File: src/rtl/control_unit_if.sv
// control_unit_if: bundles the instruction/flag inputs and all datapath control strobes
// exchanged between the control unit and the datapath.
//   master : control unit side (consumes IR/CON_FF/stop, drives strobes, run, err)
//   slave  : datapath/environment side
interface control_unit_if;
  logic [31:0] IR;
  logic        CON_FF;
  logic        stop;
  // Bus-drive enables
  logic        PCout, Zlowout, MDRout, Cout, BAout, Rout;
  // Register load / increment strobes
  logic        MARIn, PCIn, MDRIn, IRIn, YIn, ZIn, CONIn, RIn, IncPC;
  // Register-field selects
  logic        Gra, Grb, Grc;
  // Memory strobes and ALU selects
  logic        read, write;
  logic        add, subtract, andSignal, orSignal;
  // Status
  logic        run, err;

  modport master (
    input  IR, CON_FF, stop,
    output PCout, Zlowout, MDRout, Cout, BAout, Rout,
    output MARIn, PCIn, MDRIn, IRIn, YIn, ZIn, CONIn, RIn, IncPC,
    output Gra, Grb, Grc, read, write, add, subtract, andSignal, orSignal, run, err
  );

  modport slave (
    output IR, CON_FF, stop,
    input  PCout, Zlowout, MDRout, Cout, BAout, Rout,
    input  MARIn, PCIn, MDRIn, IRIn, YIn, ZIn, CONIn, RIn, IncPC,
    input  Gra, Grb, Grc, read, write, add, subtract, andSignal, orSignal, run, err
  );
endinterface

File: src/rtl/control_unit.sv
// control_unit: Moore sequencer for a simple load/store CPU datapath.
// Steps RST -> T0..T7 per instruction, decoding the opcode in IR[31:27] at T3.
//   clk : single clock, rising edge
//   clr : asynchronous active-high reset (forces RST, clears err)
//   cu  : control_unit_if.master -- IR, CON_FF, stop in; all strobes, run, err out
// MEM_WAIT (0..7) stretches memory states T1, ld-T6 and st-T7 to MEM_WAIT+1 cycles.
module control_unit #(
  parameter int unsigned MEM_WAIT = 0
) (
  input  logic           clk,
  input  logic           clr,
  control_unit_if.master cu
);
  localparam logic [4:0] OpLd   = 5'b00000;
  localparam logic [4:0] OpSt   = 5'b00010;
  localparam logic [4:0] OpAdd  = 5'b00011;
  localparam logic [4:0] OpSub  = 5'b00100;
  localparam logic [4:0] OpAnd  = 5'b00101;
  localparam logic [4:0] OpOr   = 5'b00110;
  localparam logic [4:0] OpAddi = 5'b01100;
  localparam logic [4:0] OpBr   = 5'b10011;
  localparam logic [4:0] OpNop  = 5'b11010;
  localparam logic [4:0] OpHalt = 5'b11011;

  localparam logic [2:0] WaitLast = 3'(MEM_WAIT);

  typedef enum logic [3:0] {
    StRst, StT0, StT1, StT2, StT3, StT4, StT5, StT6, StT7, StHalt
  } state_e;

  state_e     state_q, state_d;
  state_e     fetch_st;
  logic [2:0] wait_q, wait_d;
  logic       err_q, err_d;
  logic [4:0] opcode;
  logic       is_alu;
  logic       last_wait;

  assign opcode    = cu.IR[31:27];
  assign is_alu    = (opcode == OpAdd) || (opcode == OpSub) || (opcode == OpAnd) ||
                     (opcode == OpOr);
  assign last_wait = (wait_q == WaitLast);
  // Every entry to T0 is an instruction boundary; a pending stop diverts it to HALT.
  assign fetch_st  = cu.stop ? StHalt : StT0;

  always_comb begin
    state_d = state_q;
    err_d   = err_q;
    unique case (state_q)
      // RST lingers one extra cycle so the first T0 lands on the second edge.
      StRst: if (wait_q[0]) state_d = fetch_st;
      StT0:  state_d = StT1;
      StT1:  if (last_wait) state_d = StT2;
      StT2:  state_d = StT3;
      StT3: begin
        if (is_alu || (opcode == OpAddi) || (opcode == OpLd) || (opcode == OpSt) ||
            (opcode == OpBr)) begin
          state_d = StT4;
        end else if (opcode == OpNop) begin
          state_d = fetch_st;
        end else begin
          state_d = StHalt;
          if (opcode != OpHalt) err_d = 1'b1;
        end
      end
      StT4:  state_d = StT5;
      StT5:  state_d = ((opcode == OpLd) || (opcode == OpSt) || (opcode == OpBr)) ? StT6
                                                                                   : fetch_st;
      StT6: begin
        if (opcode == OpBr) state_d = fetch_st;
        else if ((opcode == OpSt) || last_wait) state_d = StT7;
      end
      StT7:  if ((opcode != OpSt) || last_wait) state_d = fetch_st;
      StHalt: state_d = StHalt;
      default: state_d = StRst;
    endcase
    // Counter runs only while a state is held; any transition clears it.
    wait_d = ((state_d == state_q) && (state_q != StHalt)) ? wait_q + 3'd1 : 3'd0;
  end

  always_ff @(posedge clk or posedge clr) begin
    if (clr) begin
      state_q <= StRst;
      wait_q  <= 3'd0;
      err_q   <= 1'b0;
    end else begin
      state_q <= state_d;
      wait_q  <= wait_d;
      err_q   <= err_d;
    end
  end

  assign cu.err = err_q;

  always_comb begin
    cu.PCout = 1'b0; cu.Zlowout = 1'b0; cu.MDRout = 1'b0; cu.Cout = 1'b0;
    cu.BAout = 1'b0; cu.Rout = 1'b0;
    cu.MARIn = 1'b0; cu.PCIn = 1'b0; cu.MDRIn = 1'b0; cu.IRIn = 1'b0; cu.YIn = 1'b0;
    cu.ZIn = 1'b0; cu.CONIn = 1'b0; cu.RIn = 1'b0; cu.IncPC = 1'b0;
    cu.Gra = 1'b0; cu.Grb = 1'b0; cu.Grc = 1'b0;
    cu.read = 1'b0; cu.write = 1'b0;
    cu.add = 1'b0; cu.subtract = 1'b0; cu.andSignal = 1'b0; cu.orSignal = 1'b0;
    cu.run = 1'b0;
    unique case (state_q)
      StT0: begin
        cu.run = 1'b1; cu.PCout = 1'b1; cu.MARIn = 1'b1; cu.IncPC = 1'b1; cu.ZIn = 1'b1;
      end
      StT1: begin
        cu.run = 1'b1; cu.Zlowout = 1'b1; cu.read = 1'b1; cu.MDRIn = 1'b1;
        cu.PCIn = last_wait;  // PC updated once, on the final wait cycle
      end
      StT2: begin
        cu.run = 1'b1; cu.MDRout = 1'b1; cu.IRIn = 1'b1;
      end
      StT3: begin
        cu.run = 1'b1;
        if (is_alu || (opcode == OpAddi)) begin
          cu.Grb = 1'b1; cu.Rout = 1'b1; cu.YIn = 1'b1;
        end else if ((opcode == OpLd) || (opcode == OpSt)) begin
          cu.Grb = 1'b1; cu.BAout = 1'b1; cu.YIn = 1'b1;
        end else if (opcode == OpBr) begin
          cu.Gra = 1'b1; cu.Rout = 1'b1; cu.CONIn = 1'b1;
        end
      end
      StT4: begin
        cu.run = 1'b1;
        if (is_alu) begin
          cu.Grc = 1'b1; cu.Rout = 1'b1; cu.ZIn = 1'b1;
          cu.add       = (opcode == OpAdd);
          cu.subtract  = (opcode == OpSub);
          cu.andSignal = (opcode == OpAnd);
          cu.orSignal  = (opcode == OpOr);
        end else if (opcode == OpBr) begin
          cu.PCout = 1'b1; cu.YIn = 1'b1;
        end else begin
          cu.Cout = 1'b1; cu.add = 1'b1; cu.ZIn = 1'b1;
        end
      end
      StT5: begin
        cu.run = 1'b1;
        if (opcode == OpBr) begin
          cu.Cout = 1'b1; cu.add = 1'b1; cu.ZIn = 1'b1;
        end else if ((opcode == OpLd) || (opcode == OpSt)) begin
          cu.Zlowout = 1'b1; cu.MARIn = 1'b1;
        end else begin
          cu.Zlowout = 1'b1; cu.Gra = 1'b1; cu.RIn = 1'b1;
        end
      end
      StT6: begin
        cu.run = 1'b1;
        if (opcode == OpLd) begin
          cu.read = 1'b1; cu.MDRIn = 1'b1;
        end else if (opcode == OpSt) begin
          cu.Gra = 1'b1; cu.Rout = 1'b1; cu.MDRIn = 1'b1;
        end else if (cu.CON_FF) begin
          cu.Zlowout = 1'b1; cu.PCIn = 1'b1;
        end
      end
      StT7: begin
        cu.run = 1'b1;
        if (opcode == OpSt) begin
          cu.MDRout = 1'b1; cu.write = 1'b1;
        end else begin
          cu.MDRout = 1'b1; cu.Gra = 1'b1; cu.RIn = 1'b1;
        end
      end
      default: ;
    endcase
  end
endmodule

File: src/flat_wrapper.sv
// flat-port wrapper written by rule: the top's interface ports become plain ports
module control_unit_flat 
#(
  parameter int unsigned MEM_WAIT = 0
)
  (clk, clr, cu_IR, cu_CON_FF, cu_stop, cu_PCout, cu_Zlowout, cu_MDRout, cu_Cout, cu_BAout, cu_Rout, cu_MARIn, cu_PCIn, cu_MDRIn, cu_IRIn, cu_YIn, cu_ZIn, cu_CONIn, cu_RIn, cu_IncPC, cu_Gra, cu_Grb, cu_Grc, cu_read, cu_write, cu_add, cu_subtract, cu_andSignal, cu_orSignal, cu_run, cu_err);
  control_unit_if cu_i ();
  input  logic clk;
  input  logic clr;
  input wire logic [$bits(cu_i.IR)-1:0] cu_IR;
  input wire logic [$bits(cu_i.CON_FF)-1:0] cu_CON_FF;
  input wire logic [$bits(cu_i.stop)-1:0] cu_stop;
  output wire logic [$bits(cu_i.PCout)-1:0] cu_PCout;
  output wire logic [$bits(cu_i.Zlowout)-1:0] cu_Zlowout;
  output wire logic [$bits(cu_i.MDRout)-1:0] cu_MDRout;
  output wire logic [$bits(cu_i.Cout)-1:0] cu_Cout;
  output wire logic [$bits(cu_i.BAout)-1:0] cu_BAout;
  output wire logic [$bits(cu_i.Rout)-1:0] cu_Rout;
  output wire logic [$bits(cu_i.MARIn)-1:0] cu_MARIn;
  output wire logic [$bits(cu_i.PCIn)-1:0] cu_PCIn;
  output wire logic [$bits(cu_i.MDRIn)-1:0] cu_MDRIn;
  output wire logic [$bits(cu_i.IRIn)-1:0] cu_IRIn;
  output wire logic [$bits(cu_i.YIn)-1:0] cu_YIn;
  output wire logic [$bits(cu_i.ZIn)-1:0] cu_ZIn;
  output wire logic [$bits(cu_i.CONIn)-1:0] cu_CONIn;
  output wire logic [$bits(cu_i.RIn)-1:0] cu_RIn;
  output wire logic [$bits(cu_i.IncPC)-1:0] cu_IncPC;
  output wire logic [$bits(cu_i.Gra)-1:0] cu_Gra;
  output wire logic [$bits(cu_i.Grb)-1:0] cu_Grb;
  output wire logic [$bits(cu_i.Grc)-1:0] cu_Grc;
  output wire logic [$bits(cu_i.read)-1:0] cu_read;
  output wire logic [$bits(cu_i.write)-1:0] cu_write;
  output wire logic [$bits(cu_i.add)-1:0] cu_add;
  output wire logic [$bits(cu_i.subtract)-1:0] cu_subtract;
  output wire logic [$bits(cu_i.andSignal)-1:0] cu_andSignal;
  output wire logic [$bits(cu_i.orSignal)-1:0] cu_orSignal;
  output wire logic [$bits(cu_i.run)-1:0] cu_run;
  output wire logic [$bits(cu_i.err)-1:0] cu_err;
  assign cu_i.IR = cu_IR;
  assign cu_i.CON_FF = cu_CON_FF;
  assign cu_i.stop = cu_stop;
  assign cu_PCout = cu_i.PCout;
  assign cu_Zlowout = cu_i.Zlowout;
  assign cu_MDRout = cu_i.MDRout;
  assign cu_Cout = cu_i.Cout;
  assign cu_BAout = cu_i.BAout;
  assign cu_Rout = cu_i.Rout;
  assign cu_MARIn = cu_i.MARIn;
  assign cu_PCIn = cu_i.PCIn;
  assign cu_MDRIn = cu_i.MDRIn;
  assign cu_IRIn = cu_i.IRIn;
  assign cu_YIn = cu_i.YIn;
  assign cu_ZIn = cu_i.ZIn;
  assign cu_CONIn = cu_i.CONIn;
  assign cu_RIn = cu_i.RIn;
  assign cu_IncPC = cu_i.IncPC;
  assign cu_Gra = cu_i.Gra;
  assign cu_Grb = cu_i.Grb;
  assign cu_Grc = cu_i.Grc;
  assign cu_read = cu_i.read;
  assign cu_write = cu_i.write;
  assign cu_add = cu_i.add;
  assign cu_subtract = cu_i.subtract;
  assign cu_andSignal = cu_i.andSignal;
  assign cu_orSignal = cu_i.orSignal;
  assign cu_run = cu_i.run;
  assign cu_err = cu_i.err;
  control_unit #(.MEM_WAIT(MEM_WAIT)) u_core (.clk(clk), .clr(clr), .cu(cu_i));
endmodule
File: config.mk
export PLATFORM = sky130hd
export DESIGN_NAME = control_unit_flat
export DESIGN_NICKNAME = d
export VERILOG_FILES = /design/src/rtl/control_unit_if.sv /design/src/rtl/control_unit.sv /design/src/flat_wrapper.sv
export SDC_FILE = /design/constraint.sdc
export NUM_CORES = 1
export LEC_CHECK = 0
export ABC_AREA = 1
export CORE_ASPECT_RATIO = 0.75
export CORE_MARGIN = 5
export CORE_UTILIZATION = 39
export CTS_BUF_LIST = sky130_fd_sc_hd__clkbuf_4
export CTS_CLUSTER_SIZE = 8
export DETAILED_ROUTE_END_ITERATION = 10
export HOLD_SLACK_MARGIN = 0.08
export PLACE_DENSITY = 0.81
export SLEW_MARGIN = 10
export SYNTH_ARGS = -nofsm -noshare
export SYNTH_HDL_FRONTEND = slang
export SYNTH_SLANG_ARGS = --single-unit
File: constraint.sdc
create_clock -name clk -period 1.91 [get_ports clk]
set_input_delay 0.382 -clock clk [delete_from_list [all_inputs] [get_ports clk]]
set_output_delay 0.382 -clock clk [all_outputs]
set_load 0.01 [all_outputs]
# Yosys cells after proc, flatten, opt, wreduce, memory -nomap -nowiden
# Cells that the tools add are included.
# totals
register_bits	8
latch_bits	0
mem_bits_rw	0
rom_bits	0
output_inout_bits	26
mem_count	0
# classes
n_addsub	1
mul	0
n_div	0
magnitude_cmp	0
n_eq_ne	21
n_shift	0
mux	63
bitwise_logic	2
n_reduce_logical	18
# ops
cell	count
one-hot mux 4 bit (10 select lines)	1
two-way mux 1 bit	39
two-way mux 4 bit	9
one-hot mux 1 bit (2 select lines)	9
equality test 4 x 3 -> 1 bit, second input constant	4
equality test 5 x 3 -> 1 bit, second input constant	3
logical OR 1 bit	11
equality test 5 x 2 -> 1 bit, second input constant	2
equality test 5 bit, second input constant	2
one-hot mux 1 bit (3 select lines)	3
equality test 4 x 2 -> 1 bit, second input constant	2
equality test 4 bit, second input constant	2
OR reduction 8 bit	1
equality test 5 x 4 -> 1 bit, second input constant	1
logical NOT 5 bit	1
!= test 5 x 2 -> 1 bit, second input constant	1
!= test 5 bit, second input constant	1
equality test 4 x 1 -> 1 bit, second input constant	1
equality test 4 bit	1
logical NOT 4 bit	1
!= test 4 bit, second input constant	1
one-hot mux 1 bit (4 select lines)	1
AND reduction 4 bit	1
adder 3 x 1 -> 3 bit, second input constant	1
other kinds (5)	6

# Longest topological paths before layout
# Gate-level depths: netlist (run 1).
# depth
depth_word	13
ltp_mapped	12
mapped_depth_nobuf	12

# Worst setup path after synthesis (run 1)
# Ideal clock, no wire load.
# synth_timing
path_type	reg2out
from	reg u_core.state_q[3]
to	out cu_Rout
arrival_time_ns	1.263
t_required_ns	1.528
setup_slack_ns	0.265
path_stages_with_launch	8
n_path_buf	0
cell_sequence	dfrtp_1 -> inv_2 -> nand2_2 -> inv_2 -> nand2_1 -> nor2_1 -> a31oi_1 -> o211ai_1
# synth_between
elab_chain_len	2
word_cells_on_any_way	4
# synth_lines
item	line	source
from (decl)	control_unit.sv:31	state_e state_q, state_d;
from (signal assigned)	control_unit.sv:83	state_q <= StRst;
from (signal assigned)	control_unit.sv:87	state_q <= state_d;
equality test 4 x 3 -> 1 bit	control_unit.sv:104	unique case (state_q)
one-hot mux 1 bit (3 select lines) *	control_unit.sv:104	
to (decl)	flat_wrapper.sv:18	output wire logic [$bits(cu_i.Rout)-1:0] cu_Rout;
# Every way passes the cells marked *; elsewhere a longest branch is shown, timed or not.

# Worst setup path after layout (run 1)
# layout_timing
from	reg u_core.state_q[3]
to	out cu_PCIn
# layout_between
elab_chain_len	2
word_cells_on_any_way	3
# layout_lines
item	line	source
equality test 4 x 3 -> 1 bit or equality test 4 x 2 -> 1 bit (tied branches)	control_unit.sv:104	
one-hot mux 1 bit (2 select lines) *	control_unit.sv:104	
to (decl)	flat_wrapper.sv:20	output wire logic [$bits(cu_i.PCIn)-1:0] cu_PCIn;
# Marked as above.

==> results.py, run 1 <==
metrics = {
    "critical_path": {
        "cp_num_cells": 7,
        "cp_num_buf_inv": 3,
        "crit_chain": "inv_2 -> nand2_2 -> buf_4 -> nor2_4 -> nand3_1 -> nand2_1 -> clkdlybuf4s15_1",
        "crit_arrival_ns": 1.53,
        "cpMaxStageDelayCell": "dfrtp_1",
        "crit_type": "reg2out",
        "reg2reg_depth": 14,
        "end_kind": "output port",
        "required_ns": 1.53,
        "crit_fanout": 4,
        "cp-start-kind": "register",
        "max_stage_delay_ns": 0.38,
        "path_delay_family": "buffers and inverters",
    },
    "logic_synthesis": {
        "yosysTopAreaCellShare": 0.188,
        "synth_top_family_by_area": "simple AND/OR/NAND/NOR gates",
        "syn_area_um2": 1060,
        "ys_ff_latch": 8,
        "synthMuxAreaShare": 0,
        "ys_warn_count": 0,
        "ys_types": 28,
        "synth.net_count": 208,
        "syn_area_per_cell_um2": 6.25,
        "syn_inst": 170,
        "ys_seq_area_frac": 0.188,
        "synthSimpleGateAreaFrac": 0.563,
        "yosys.area.top_type": "dfrtp_1",
        "synth_compound_area_frac": 0.0931,
        "synthTopCellsByArea": "dfrtp_1 (19%), nand2_1 (12%), inv_1 (8.8%), nor2_1 (8.5%), nand3_1 (7.1%)",
        "synth-adder-area-share": 0.0236,
        "synthXorXnorAreaFrac": 0.00824,
    },
    "global_routing": {
        "grt_antenna_before_repair": 0,
        "track_usage": 0.215,
        "gr-total-overflow": 0,
        "grt_max_degree": 9,
        "grt_pass1_vias": 1434,
        "grt_pass1_wl_um": 6600,
    },
    "sta": {
        "relSlewSlack": 0.793,
        "period_share": 1.00,
        "finalMaxSlewViolations": 0,
        "finalSetupViolCount": 1,
        "period_minus_slack_ns": 1.91,
        "fin_worst_skew_ns": 0.00335,
        "max_freq_mhz": 523,
        "hold_viol_final": 0,
        "worst_pin_slew_ns": 0.311,
        "fin_ws_ns": -0.00265,
        "tns_ns": -0.00265,
        "rsz0062_at_grt": "yes",
        "holdWs_ns": 0.376,
    },
    "placed_design": {
        "dp_slack_ns": -0.723,
        "numPortBuffers": 34,
        "place_area_um2": 1790,
        "dpl.cell_count": 284,
        "dp_hpwl_um": 3140,
        "routabilityCongestion": 0.925,
    },
    "routing": {
        "drt_iter0_drc": 150,
        "ant_nets": 0,
        "vias": 1563,
        "avgViaCountPerCell": 5.33,
        "drc_errors": 0,
        "drt-total-wl_um": 4430,
        "wl_per_cell_um": 15.1,
        "drt_pass1_iterations": 4,
    },
    "floorplanning": {
        "dieArea_um2": 3880,
        "fp-row-count": 16,
        "io_pins": 62,
        "start_util": 0.408,
        "core_um2": 2600,
        "die_y_um": 55.2,
        "dieWidth_um": 70.3,
    },
    "pwr": {
        "leakagePower_nw": 1.02,
        "power.density_nw_per_um2": 1140,
        "power_mw": 2.16,
        "switching_power_mw": 1.08,
        "comb_power_share": 0.800,
        "internal-power_mw": 1.08,
        "clockPowerShare": 0.059,
        "vdd_drop_max_mv": 0.838,
        "pwr-share-seq": 0.142,
        "p_sw_frac": 0.500,
    },
    "status": {
        "status": "finished, violations left",
        "violations": "negative setup slack",
    },
    "final_layout": {
        "final_common_cell": "buf_4",
        "fin_nets": 297,
        "syn_to_final_growth_pct": 79.3,
        "final_cells": 293,
        "final_util": 0.732,
        "post_route_cells_drive_above_1_share": 0.580,
        "finalInstanceArea_um2": 1900,
        "antennaDiodeCount": 0,
        "fillers": 190,
        "layout_common_cells": "buf_4 (48), nand2_1 (29), inv_1 (18), nor2_1 (17), buf_2 (17)",
    },
    "clock_tree": {
        "htree_levels": 1,
        "cts_root_buf": "clkbuf_4",
        "cts_sinks": 8,
        "clk_path_buf_depth": 2,
        "path_clk_slew_ns": 0.05,
        "cts_tree": "yes",
        "cts_buffers": 3,
        "postCtsHoldBufs": 0,
        "clkLatencyLatePin_ns": 0.25,
    },
    "worst_hold_path": {
        "hp-class": "in2async",
    },
    "flow_run": {
        "cap_viol_max_count": 0,
    },
}
sequential cells by signal (all words and copies together) (netlist names):
| signal | cells |
|---|---|
| u_core.state_q | 4 |
| u_core.wait_q | 3 |
| u_core.cu.err | 1 |
cells by family after synthesis:
logic type / Yosys count
AND/OR/NAND/NOR: 109
AO/OA/AOI/OAI: 16
buffers and inverters: 34
XOR/XNOR: 1
adder cells (fa/ha/maj): 2
flip-flops: 8
final cells by class:
type	instances	area, µm²	area share
Inverter	33	134	0.0703
Sequential cell	8	203	0.106
Multi-Input combinational cell	128	868	0.456
Clock buffer	3	22.5	0.0118
Tap cell	36	45.0	0.0237
Timing Repair Buffer	85	632	0.332
worst reg2reg max path: stages (launching register included):
cell,delay [ns]
dfrtp_1,0.38
inv_2,0.07
nand2_2,0.09
buf_4,0.16
nor2_4,0.14
buf_4,0.13
buf_4,0.10
nand3_4,0.08
nor2_4,0.12
nor2_4,0.06
nand2_4,0.05
nand2_1,0.05
nand2_1,0.09
nand2_2,0.09
nor3_2,0.17
repair_timing:
item,CTS,global route
endpoints found under the setup margin,28,24
pin swaps,5,11
resized for setup,110,50
setup buffers,3,3
layer usage:
| metal | track usage | vias up | part of all wire |
|---|---|---|---|
| met2 | 0.376 | 86 | 0.48 |
| li1 | - | 724 | - |
| met1 | 0.287 | 744 | 0.44 |
| met3 | 0.0469 | 9 | 0.065 |
| met4 | 0.0191 | 0 | 0.014 |
| met5 | 0 | - | 0 |
power by group through the flow:
stage	Clock [mW]	Combinational, mW	Sequential (mW)
finish	0.127	1.73	0.307
global route	0.140	1.87	0.313
CTS	0.131	1.67	0.304
detailed placement	0	1.63	0.311
global placement	0	1.61	0.306
floorplan	0	0.828	0.292
cell usage after synthesis:
master and n:
nand2_2 5, o22ai_1 1, a21oi_1 4, inv_2 7, nand3_4 1, nor3_2 4
o21ai_0 4, dfrtp_1 8, clkinv_1 1, nand4_1 4, nor2_1 24, xnor2_1 1
nor3_1 2, nand3_1 15, nor4_1 1, a41o_1 1, buf_4 1, nor2_4 6
nor2_2 5, o211ai_1 3, o2111ai_1 1, a31oi_1 1, nand2_4 2, ha_1 2
o21ai_1 1, inv_1 25, nand2_1 35, nand3_2 5
path summary, 6_finish.rpt:
kind                                          end              start  slack (ns)
worst max-delay path                      cu_PCIn  u_core.state_q[3]      -0.003
worst min-delay path                u_core.cu.err                clr        0.38
worst max register to register   u_core.wait_q[2]  u_core.state_q[3]        0.07
worst min register to register      u_core.cu.err      u_core.cu.err        0.51
max in group asynchronous       u_core.state_q[0]                clr        1.27
min in group clk                    u_core.cu.err      u_core.cu.err        0.51
Power figures use the tool's default switching activity.
==> inputs of run 2 (changes only) <==
Settings changed: PLACE_DENSITY 0.81 to 0.82.
==> run 2 against run 1 <==
First-iteration DRC count did not move. Critical path type is now in2out. Clock power rose by 7%. Routed wire length up 24%. Highest routed layer unchanged. The flow still finishes with violations (negative setup slack). Cell area up 7.1%. Power up 15%. Register-to-register slack lost 0.11 ns. Cell count is 4.4% higher. Largest power group unchanged. Core utilization is 5.2 points higher. Fmax decreased by 2.2%.
==> results.py, run 2 (same netlist as run 1, synthesis figures left out) <==
metrics = {
    "pwr": {
        "comb_power_share": 0.826,
        "p_sw_frac": 0.512,
        "vdd_drop_max_mv": 1.10,
        "pwr-share-seq": 0.120,
        "leakagePower_nw": 1.10,
        "clockPowerShare": 0.054,
        "switching_power_mw": 1.28,
        "power.density_nw_per_um2": 1220,
        "internal-power_mw": 1.22,
    },
    "routing": {
        "avgViaCountPerCell": 5.73,
        "drt_iter0_drc": 150,
        "drt-total-wl_um": 5500,
        "ant_nets": 0,
        "drc_errors": 0,
        "wl_per_cell_um": 18.0,
        "vias": 1753,
        "drt_pass1_iterations": 5,
    },
    "final_layout": {
        "syn_to_final_growth_pct": 92.0,
        "largest-register": "u_core.state_q",
        "post_route_cells_drive_above_1_share": 0.644,
        "final_util": 0.784,
        "layout_common_cells": "buf_4 (56), nand2_1 (26), buf_2 (22), inv_1 (18), nor2_1 (14)",
        "final_common_cell": "buf_4",
        "fin_nets": 310,
        "final_cells": 306,
        "largest_reg_flops": 4,
        "finalInstanceArea_um2": 2040,
        "antennaDiodeCount": 0,
    },
    "sta": {
        "finalMaxSlewViolations": 0,
        "fin_worst_skew_ns": 0.0127,
        "hold_viol_final": 0,
        "worst_pin_slew_ns": 0.345,
        "finalSetupViolCount": 8,
        "holdWs_ns": 0.375,
        "period_share": 1.02,
        "rsz0062_at_grt": "yes",
        "period_minus_slack_ns": 1.96,
        "max_freq_mhz": 511,
        "fin_ws_ns": -0.0460,
        "relSlewSlack": 0.770,
    },
    "floorplanning": {
        "io_pins": 62,
        "dieArea_um2": 3880,
        "start_util": 0.408,
        "fp-row-count": 16,
        "dieWidth_um": 70.3,
        "core_um2": 2600,
        "die_y_um": 55.2,
    },
    "placed_design": {
        "dp_hpwl_um": 3110,
        "place_area_um2": 1790,
        "dpl.cell_count": 285,
        "numPortBuffers": 34,
        "routabilityCongestion": 0.905,
    },
    "critical_path": {
        "crit_chain": "clkdlybuf4s15_2 -> nor2_4 -> nand3_1 -> nand2_2 -> nor2_4 -> buf_4 -> o211ai_1 -> buf_2",
        "required_ns": 1.53,
        "crit_path_frequent_cell": "nor2_4",
        "cpMaxStageDelayCell": "clkdlybuf4s15_2",
        "crit_fanout": 5,
        "end_kind": "output port",
        "cp-start-kind": "input port",
        "max_stage_delay_ns": 0.25,
        "crit_type": "in2out",
        "crit_arrival_ns": 1.57,
    },
    "global_routing": {
        "grt_max_degree": 9,
        "track_usage": 0.238,
        "gr-total-overflow": 0,
        "grt_antenna_before_repair": 0,
        "grt_pass1_wl_um": 7270,
        "grt_pass1_vias": 1591,
    },
    "clock_tree": {
        "path_clk_slew_ns": 0.06,
        "cts_tree": "yes",
        "cts_sinks": 8,
        "cts_buffers": 3,
        "cts_root_buf": "clkbuf_4",
        "clk_path_buf_depth": 2,
        "clkLatencyLatePin_ns": 0.26,
        "htree_levels": 1,
    },
    "flow_run": {
        "cap_viol_max_count": 0,
    },
    "status": {
        "violations": "negative setup slack",
        "status": "finished, violations left",
    },
    "worst_hold_path": {
        "hp-class": "in2async",
    },
}
run 2: cell type report:
type                       instances  area [µm²]
clock buffer                       3        22.5
fill                             170         563
sequential                         8         203
tap                               36        45.0
inverter                          33         139
timing repair buffer              98         713
multi-input combinational        128         917
run 2: worst paths after layout:
path,to,cells past startpoint,slack (ns),from
max,cu_Rout,8,-0.05,cu_IR[29]
min,u_core.cu.err,2,0.38,clr
max reg2reg,u_core.wait_q[1],13,-0.04,u_core.state_q[1]
min reg2reg,u_core.cu.err,1,0.49,u_core.cu.err
max in group asynchronous,u_core.state_q[0],2,1.24,clr
min in group clk,u_core.cu.err,1,0.49,u_core.cu.err
run 2: stage by stage:
step           TNS [ns]  worst slack, ns  total power, mW
2_1_floorplan         0            0.265             1.12
3_3_place_gp     -13.24           -0.652             1.90
3_5_place_dp     -14.07           -0.756             1.92
4_1_cts          -0.320          -0.0879             2.17
5_1_grt           -1.07           -0.127             2.63
6_report         -0.283          -0.0460             2.50
run 2: power groups by stage:
stage | clock network [mW] | logic [mW] | registers, mW
final | 0.136 | 2.06 | 0.300
after global routing | 0.152 | 2.18 | 0.305
after CTS | 0.134 | 1.75 | 0.282
after detailed placement | 0 | 1.61 | 0.310
after global placement | 0 | 1.59 | 0.307
after floorplan | 0 | 0.828 | 0.292
run 2: worst max-delay path: cells and delay by family:
kind	cells	cell delay, ns
buffers and inverters	3	0.55
and+or+nand+nor	4	0.46
AOI/OAI and AO/OA	1	0.18
run 2: timing repair:
action / CTS / global route
setup buffers: 13 / 5
gates cloned: 0 / 0
gates resized for setup: 126 / 61
hold buffers: 0 / 0
endpoints found under the setup margin: 28 / 27
pin swaps: 8 / 19
run 2: routing by layer:
layer / vias to the layer above / share of wire / global-route usage
li1: 749 / - / -
met1: 809 / 0.40 / 0.318
met2: 153 / 0.44 / 0.402
met3: 42 / 0.11 / 0.0379
met4: 0 / 0.052 / 0.0732
met5: - / 0 / 0
